<file path="src/rtl/bcd_pkg.sv">
// bcd_pkg: shared FSM state type, width constants and the BCD digit check
package bcd_pkg;
  typedef enum logic [1:0] {IDLE, CONV, DIV, DONE} state_e;
  localparam int BCD_MAX = 9;
  localparam int BIN_W = 7;
  localparam int REM_W = 4;
  function automatic logic is_bcd(input logic [3:0] n);
    return n <= 4'(BCD_MAX);
  endfunction
endpackage

</file>
<file path="src/rtl/bcd_div5_seq_if.sv">
// bcd_div5_seq_if: operand (in_valid/in_ready/d/u) and result (out_valid/out_ready/q/r/err) handshakes
interface bcd_div5_seq_if;
  import bcd_pkg::*;
  logic in_valid;
  logic in_ready;
  logic [3:0] d;
  logic [3:0] u;
  logic out_valid;
  logic out_ready;
  logic [BIN_W-1:0] q;
  logic [REM_W-1:0] r;
  logic err;
  modport master (output in_valid, d, u, out_ready, input in_ready, out_valid, q, r, err);
  modport slave (input in_valid, d, u, out_ready, output in_ready, out_valid, q, r, err);
endinterface

</file>
<file path="src/rtl/bcd2bin_2dig.sv">
// bcd2bin_2dig: d,u BCD digits -> bin = d*10+u, ok = both digits are legal BCD
module bcd2bin_2dig
  import bcd_pkg::*;
(
  input  logic [3:0]       d,
  input  logic [3:0]       u,
  output logic [BIN_W-1:0] bin,
  output logic             ok
);
  always_comb begin
    ok = is_bcd(d) && is_bcd(u);
    bin = BIN_W'({3'd0, d} * 7'd10) + {3'd0, u};
  end
endmodule

</file>
<file path="src/rtl/bcd_div5_seq.sv">
// bcd_div5_seq: clk, rst_n, bus (slave) -- two-digit BCD to binary, then divide by DIVISOR via repeated subtraction
module bcd_div5_seq
  import bcd_pkg::*;
#(
  parameter int DIVISOR = 5
) (
  input logic         clk,
  input logic         rst_n,
  bcd_div5_seq_if.slave bus
);
  if (DIVISOR < 1 || DIVISOR > 9) begin : g_bad_divisor
    $error("DIVISOR must be in 1..9");
  end
  localparam logic [BIN_W-1:0] DIV_V = BIN_W'(DIVISOR);
  state_e state_q, state_d;
  logic [3:0] d_q, d_d, u_q, u_d;
  logic [BIN_W-1:0] acc_q, acc_d, cnt_q, cnt_d, q_q, q_d;
  logic [REM_W-1:0] r_q, r_d;
  logic err_q, err_d;
  logic [BIN_W-1:0] bin;
  logic ok;
  bcd2bin_2dig u_conv (.d(d_q), .u(u_q), .bin(bin), .ok(ok));
  // cnt_q is the running quotient; the visible q_q only updates on entry to DONE
  always_comb begin
    state_d = state_q;
    d_d = d_q;
    u_d = u_q;
    acc_d = acc_q;
    cnt_d = cnt_q;
    q_d = q_q;
    r_d = r_q;
    err_d = err_q;
    unique case (state_q)
      IDLE: if (bus.in_valid) begin
        d_d = bus.d;
        u_d = bus.u;
        state_d = CONV;
      end
      CONV: if (!ok) begin
        err_d = 1'b1;
        q_d = '0;
        r_d = '0;
        state_d = DONE;
      end else begin
        acc_d = bin;
        cnt_d = '0;
        state_d = DIV;
      end
      DIV: if (acc_q >= DIV_V) begin
        acc_d = acc_q - DIV_V;
        cnt_d = cnt_q + 1'b1;
      end else begin
        q_d = cnt_q;
        r_d = acc_q[REM_W-1:0];
        err_d = 1'b0;
        state_d = DONE;
      end
      DONE: if (bus.out_ready) state_d = IDLE;
      default: state_d = IDLE;
    endcase
  end
  always_ff @(posedge clk or negedge rst_n) begin
    if (!rst_n) begin
      state_q <= IDLE;
      d_q <= '0;
      u_q <= '0;
      acc_q <= '0;
      cnt_q <= '0;
      q_q <= '0;
      r_q <= '0;
      err_q <= 1'b0;
    end else begin
      state_q <= state_d;
      d_q <= d_d;
      u_q <= u_d;
      acc_q <= acc_d;
      cnt_q <= cnt_d;
      q_q <= q_d;
      r_q <= r_d;
      err_q <= err_d;
    end
  end
  assign bus.in_ready = state_q == IDLE;
  assign bus.out_valid = state_q == DONE;
  assign bus.q = q_q;
  assign bus.r = r_q;
  assign bus.err = err_q;
endmodule

</file>
<file path="src/flat_wrapper.sv">
// flat-port wrapper written by rule: the top's interface ports become plain ports
module bcd_div5_seq_flat import bcd_pkg::*;
#(
  parameter int DIVISOR = 5
)
  (clk, rst_n, bus_in_valid, bus_d, bus_u, bus_out_ready, bus_in_ready, bus_out_valid, bus_q, bus_r, bus_err);
  bcd_div5_seq_if bus_i ();
  input logic clk;
  input logic rst_n;
  input wire logic [$bits(bus_i.in_valid)-1:0] bus_in_valid;
  input wire logic [$bits(bus_i.d)-1:0] bus_d;
  input wire logic [$bits(bus_i.u)-1:0] bus_u;
  input wire logic [$bits(bus_i.out_ready)-1:0] bus_out_ready;
  output wire logic [$bits(bus_i.in_ready)-1:0] bus_in_ready;
  output wire logic [$bits(bus_i.out_valid)-1:0] bus_out_valid;
  output wire logic [$bits(bus_i.q)-1:0] bus_q;
  output wire logic [$bits(bus_i.r)-1:0] bus_r;
  output wire logic [$bits(bus_i.err)-1:0] bus_err;
  assign bus_i.in_valid = bus_in_valid;
  assign bus_i.d = bus_d;
  assign bus_i.u = bus_u;
  assign bus_i.out_ready = bus_out_ready;
  assign bus_in_ready = bus_i.in_ready;
  assign bus_out_valid = bus_i.out_valid;
  assign bus_q = bus_i.q;
  assign bus_r = bus_i.r;
  assign bus_err = bus_i.err;
  bcd_div5_seq #(.DIVISOR(DIVISOR)) u_core (.clk(clk), .rst_n(rst_n), .bus(bus_i));
endmodule
</file>
<file path="config.mk">
export PLATFORM = sky130hd
export DESIGN_NAME = bcd_div5_seq_flat
export DESIGN_NICKNAME = d
export VERILOG_FILES = /design/src/rtl/bcd_pkg.sv /design/src/rtl/bcd_div5_seq_if.sv /design/src/rtl/bcd2bin_2dig.sv /design/src/rtl/bcd_div5_seq.sv /design/src/flat_wrapper.sv
export SDC_FILE = /design/constraint.sdc
export NUM_CORES = 1
export LEC_CHECK = 0
export BUFFER_PORTS_ARGS = -buffer_cell sky130_fd_sc_hd__buf_4
export CAP_MARGIN = 20
export CELL_PAD_IN_SITES_DETAIL_PLACEMENT = 0
export CELL_PAD_IN_SITES_GLOBAL_PLACEMENT = 1
export CORE_ASPECT_RATIO = 0.75
export CORE_UTILIZATION = 40
export DETAILED_ROUTE_END_ITERATION = 8
export GPL_TIMING_DRIVEN = 0
export PLACE_DENSITY = 0.73
export SYNTH_ARGS = -nofsm -noshare
export SYNTH_HDL_FRONTEND = slang
export SYNTH_SLANG_ARGS = --single-unit
</file>
<file path="constraint.sdc">
create_clock -name clk -period 1.9 [get_ports clk]
set_clock_uncertainty 0.05 [all_clocks]
set_input_delay 0 -clock clk [delete_from_list [all_inputs] [get_ports clk]]
set_output_delay 0 -clock clk [all_outputs]
set_load 0.05 [all_outputs]
</file>
## Word level (Yosys, flattened, before mapping)

Index checks and enable logic that the tools add are counted.

| word-level totals | value |
|---|---|
| bits in registers | 36 |
| bits of input ports | 12 |
| logic and storage cells | 51 |

| operators by class | value |
|---|---|
| $add $sub $neg | 3 |
| multiply operators | 1 |
| magnitude comparators | 3 |
| equality and inequality tests | 9 |
| muxes and demuxes | 20 |
| reductions and logical operators | 7 |

Operators by type and width:

| kind | number |
|---|---|
| 7-bit 2-to-1 mux | 6 |
| 7-bit case mux with 2 select lines | 3 |
| 3-bit AND reduction | 3 |
| 4-bit <= comparator (second input constant) | 2 |
| 4-bit 2-to-1 mux | 2 |
| 2-bit inequality test (second input constant) | 4 |
| 2-bit case mux with 4 select lines | 1 |
| 4-bit case mux with 2 select lines | 1 |
| 7-bit by 1-bit adder with 7-bit output (second input constant) | 1 |
| 7-bit by 4-bit adder with 7-bit output | 1 |
| 7-bit by 3-bit >= comparator with 1-bit output (second input constant) | 1 |
| 7-bit by 3-bit subtractor with 7-bit output (second input constant) | 1 |
| 4-bit by 3-bit multiplier with 6-bit output (second input constant) | 1 |
| 2-bit 2-to-1 mux | 3 |
| 2-bit == test (second input constant) | 2 |
| 2-bit by 1-bit inequality test with 1-bit output (second input constant) | 2 |
| 1-bit 2-to-1 mux | 3 |
| 2-bit by 1-bit == test with 1-bit output (second input constant) | 1 |
| 2-bit zero test | 1 |
| 1-bit case mux with 2 select lines | 1 |
| 2-bit AND reduction | 1 |
| 2-bit nonzero test | 1 |
| 1-bit logical AND | 1 |

## Logic depth before layout (Yosys ltp)

| depth | value |
|---|---|
| depth after elaboration | 4 |
| gate-level depth with buffers | 9 |

## Hierarchy

A second synthesis with hierarchy kept.

| second synthesis, totals | value |
|---|---|
| cell total of the unflattened synthesis | 204 |
| area, all modules | 2142.1 µm² |

By module, submodules not included:

| module | times used | cells each | area each (µm²) | sequential area each (µm²) |
|---|---|---|---|---|
| bcd_div5_seq | 1 | 176 | 1899.3 | 900.9 |
| bcd2bin_2dig | 1 | 28 | 242.7 | 0.0 |

## Worst setup path before layout

No wires, ideal clock.

| path | value |
|---|---|
| kind | flip-flop to flip-flop |
| start | register u_core.d_q[1] |
| end | register u_core.acc_q[6] |
| setup time | 0.138 ns |
| arrival time | 1.822 ns |
| required time | 1.712 ns |
| slack | -0.111 ns |
| cell stages (with the launch flop) | 8 |
| path buffers | 0 |
| path through | dfrtp_1 ha_1 ha_1 inv_1 fa_1 nand3b_1 xnor2_1 o221ai_1 |

| on the way | value |
|---|---|
| word-level cells in the longest chain between the ends | 4 |
| elaborated cells on any way between the ends | 8 |
| classes of those cells | 1 x add/sub; 1 x mul; 1 x order compare; 1 x eq/ne; 2 x mux; 2 x reduce/logical |

Ends and longest elaborated chain:

| item | RTL line | RTL |
|---|---|---|
| start, declared | bcd_div5_seq.sv:16 | `logic [3:0] d_q, d_d, u_q, u_d;` |
| start signal, assigned | bcd_div5_seq.sv:65 | `d_q <= '0;` |
| start signal, assigned | bcd_div5_seq.sv:74 | `d_q <= d_d;` |
| 4-bit by 3-bit multiplier with 6-bit output / 4-bit <= comparator (equally long branches) | bcd2bin_2dig.sv:12, bcd_pkg.sv:8 |  |
| 7-bit by 4-bit adder with 7-bit output / 1-bit logical AND (equally long branches) | bcd2bin_2dig.sv:12, bcd2bin_2dig.sv:11 |  |
| 7-bit 2-to-1 mux / 2-bit by 1-bit inequality test with 1-bit output (equally long branches) | -- |  |
| 7-bit case mux with 2 select lines / 3-bit AND reduction (equally long branches) | -- |  |
| end signal, assigned | bcd_div5_seq.sv:67 | `acc_q <= '0;` |
| end signal, assigned | bcd_div5_seq.sv:76 | `acc_q <= acc_d;` |
| end, declared | bcd_div5_seq.sv:17 | `logic [BIN_W-1:0] acc_q, acc_d, cnt_q, cnt_d, q_q, q_d;` |

Several ways; a longest one is shown, not always the timed one. The select of a mux whose other input is x is not followed.
A chain may end at the register's enable or synchronous reset.

## Worst setup path after layout

Ends and elaborated chain as after synthesis.

==> flow_metrics.tcl <==
set metrics [dict create \
    status "complete, but fails checks" \
    failed_checks "setup timing" \
    ant_nets 0 \
    nets 287 \
    io_pins 26 \
    portBuffers 25 \
    drt-total-wl_um 4945 \
    slew_headroom 0.6725 \
    crit_fanout 2 \
    max_stage_delay_ns 0.47 \
    final-hold-violation-count 0 \
    multi_input_area_sq_mm 0.001164 \
    antenna_found_initial 0 \
    seq_area_frac_synth 0.4366 \
    total_power_w 0.005435 \
    dieHeight_um 64.20 \
    nFillCells 463 \
    dp_hpwl_um 3147 \
    coreArea_sq_mm 0.004927 \
    clock_tree.buffer_depth 2 \
    cts_sinks 36 \
    grt_pass1_wl_um 8183 \
    setup_viol 2 \
    routed.top_layer "met4" \
    synthMuxAreaShare 0.05397 \
    netlist_area_sq_mm 0.002063 \
    drt_iter0_drc 116 \
    crit_buf_inv 1 \
    critPathKind "register to register" \
    synth_enable_flop_cells 0 \
    viasPerCell 5.288 \
    drc_errors 0 \
    first_pass_iters 6 \
    fin_crit_sh 1.038 \
    max_freq_ghz 0.5073 \
    critical_path_arrival_ns 2.09 \
    n_antenna_cell 0 \
    design_area_sq_mm 0.002746 \
    synth_cells 206 \
    synth-compound-area-share 0.1759 \
    finalMaxSlewViolations 0 \
    rows 22 \
    yosysWarnings 0 \
    grtUsageTotal 0.1980 \
    grt_max_degree 37 \
    wl_met2_um 2055 \
    hold_depth 4 \
    required_ns 2.02 \
    die_w_um 84.93 \
    die_area_sq_mm 0.005453 \
    wl_met3_um 229 \
    hold_path.class "primary input to register" \
    ys_seq_elements 36 \
    ys.flop_type "dfrtp_1" \
    dpl-instance-area_sq_mm 0.002328 \
    grt_pass1_vias 1635 \
    start_util 0.4187 \
    ir_worst_vdd_mv 0.9290 \
    clk_pin_slew_worst_paths_ns 0.07 \
    critPathSlowestCell "fa_1" \
    crit_cells 7 \
    clock-root-buffer "clkbuf_8" \
    crit_top_cell "ha_4" \
    h-tree-depth 2 \
    synth.distinct_cells 42 \
    synth_fa_ha_area_frac 0.1043 \
    avgSynthCellArea_sq_um 10.02 \
    power_leakage_nw 1.264 \
    synth_top_family_by_area "compound AO/OA/AOI/OAI gates" \
    ff_latch_area_sq_um 905.9 \
    worstMarginPinSlew_ns 0.4861 \
    critical_path.top_delay_family "adder cells" \
    numCtsBuffers 5 \
    syn_nets 234 \
    cp-start-kind "register" \
    cp-end-kind "register" \
    overflow 0 \
    async_flop_share 1.000 \
    clk_latency_ns 0.29 \
    wl_per_cell_um 15.45 \
    area.growth.synth_to_final_pct 33.11 \
    synth-xor-area-share 0.02122 \
    fin_ws_ns -0.07136 \
    drive_gt1_frac 0.3962 \
    p_per_area_mw_per_mm2 1979 \
    vias 1692 \
    cap_viol_max_count 0 \
    gp_congestion 0.7931 \
    yosys.area_share.simple 0.1492 \
    finalCriticalPeriod_ns 1.971 \
    cp_cell_sequence "ha_4 -> ha_4 -> inv_2 -> fa_1 -> nand3b_1 -> xnor2_1 -> o221ai_1" \
    rsz0062_at_grt "yes" \
    met1_length_um 2584 \
    reg2reg_depth 7 \
    cts_tree "built" \
]
where the power goes:
part	internal, W	leakage (nW)	switching [W]
registers	0.00104	0.461	0.000281
logic	0.00158	0.759	0.00195
clock network	0.000295	0.0445	0.000293
layout make-up:
type,count,area share
plain buffers,8,0.02551
clock buffers,7,0.03144
clock inverters,1,0.002733
inverters,16,0.02278
multi-input cells,146,0.4237
flip-flops and latches,36,0.3298
well taps,60,0.02733
repair buffers,46,0.1367
registers in the layout, indices dropped and copies added (netlist names):
name / flops
u_core.u_q: 4
u_core.bus.err: 1
u_core.bus.r: 4
u_core.state_q: 2
u_core.d_q: 4
u_core.bus.q: 7
u_core.acc_q: 7
u_core.cnt_q: 7
stage by stage:
stage / hold WS [ns] / std cells / util / TNS (ns) / worst slack [ns]
after CTS: 0.07975 / 316 / 0.5307 / -0.2313 / -0.1304
after global routing: 0.09604 / 320 / 0.5574 / -0.9456 / -0.1588
after floorplan: -0.3456 / 206 / - / -0.02022 / -0.02022
final: 0.08618 / 320 / 0.5574 / -0.1350 / -0.07136
after global placement: -0.04403 / 291 / 0.4726 / -3.573 / -0.2003
after detailed placement: -0.04892 / 291 / 0.4726 / -3.564 / -0.2007
metal layers:
layer  track usage  up-vias
met1        0.2918      819
met5             0        -
met3       0.03876        7
met2        0.2846       34
met4       0.07627        0
li1              -      832
placed cells by master, fill, tap and decap left out, types with 4 or more instances in the layout:
cell type       n
a211o_1         5
a31oi_1         4
buf_4          37
buf_6           6
clkbuf_8        6
dfrtp_1        32
dfrtp_2         4
dlygate4sd3_1   9
ha_1            8
ha_4            4
inv_1          11
inv_2           4
mux2_2          9
nand2_1        24
nand2_2         7
nand3_1         8
nor2_1          5
o21ai_0         7
o21ai_1         6
o21ai_2         9
worst reg2reg max path, stage by stage (launching register included):
cell and delay [ns]:
dfrtp_2 0.44, ha_4 0.28, ha_4 0.11, inv_2 0.03, fa_1 0.47, nand3b_1 0.19
xnor2_1 0.15, o221ai_1 0.11
cells in the mapped netlist, types with 2 or more instances:
master / count / area share
a211o_1: 5 / 0.021
a21oi_1: 4 / 0.0097
a31oi_1: 4 / 0.012
and3_1: 2 / 0.0061
buf_6: 4 / 0.022
clkbuf_1: 2 / 0.0036
dfrtp_1: 36 / 0.44
fa_1: 2 / 0.019
ha_1: 14 / 0.085
inv_1: 15 / 0.027
mux2_2: 9 / 0.049
nand2_1: 34 / 0.062
nand2b_1: 2 / 0.0061
nand3_1: 8 / 0.019
nand3b_1: 3 / 0.011
nor2_1: 5 / 0.0091
nor3_1: 3 / 0.0073
nor4_1: 3 / 0.0091
o211ai_1: 2 / 0.0073
o21ai_0: 11 / 0.027
o21ai_1: 2 / 0.0049
o21ai_2: 9 / 0.038
o221ai_1: 3 / 0.013
o31ai_1: 3 / 0.011
xnor2_1: 2 / 0.0085
xor2_1: 3 / 0.013
path summary, 6_finish.rpt:
kind	slack, ns	start	to
max in group asynchronous	1.29	rst_n	u_core.d_q[3]
setup / recovery	-0.07	u_core.d_q[1]	u_core.acc_q[6]
hold reg to reg	0.44	u_core.bus.q[4]	u_core.bus.q[4]
min in group asynchronous	0.15	rst_n	u_core.acc_q[4]
hold / removal	0.09	bus_in_valid	u_core.state_q[0]
setup reg to reg	-0.07	u_core.d_q[1]	u_core.acc_q[6]
kinds of logic after synthesis:
| kind of cell | after synthesis |
|---|---|
| mux | 10 |
| compound gates | 51 |
| simple gates | 64 |
| xor+xnor | 5 |
| flops | 36 |
| fa+ha+maj | 16 |
| buf+inv | 24 |
repair_timing:
item	CTS	global route
pin swaps	6	16
gates resized for setup	11	43
endpoints found under the setup margin	26	26
gates cloned	0	2
buffers inserted	8	2
endpoints found under the hold margin	44	0
hold buffers	9	0
Power figures use the tool's default switching activity.
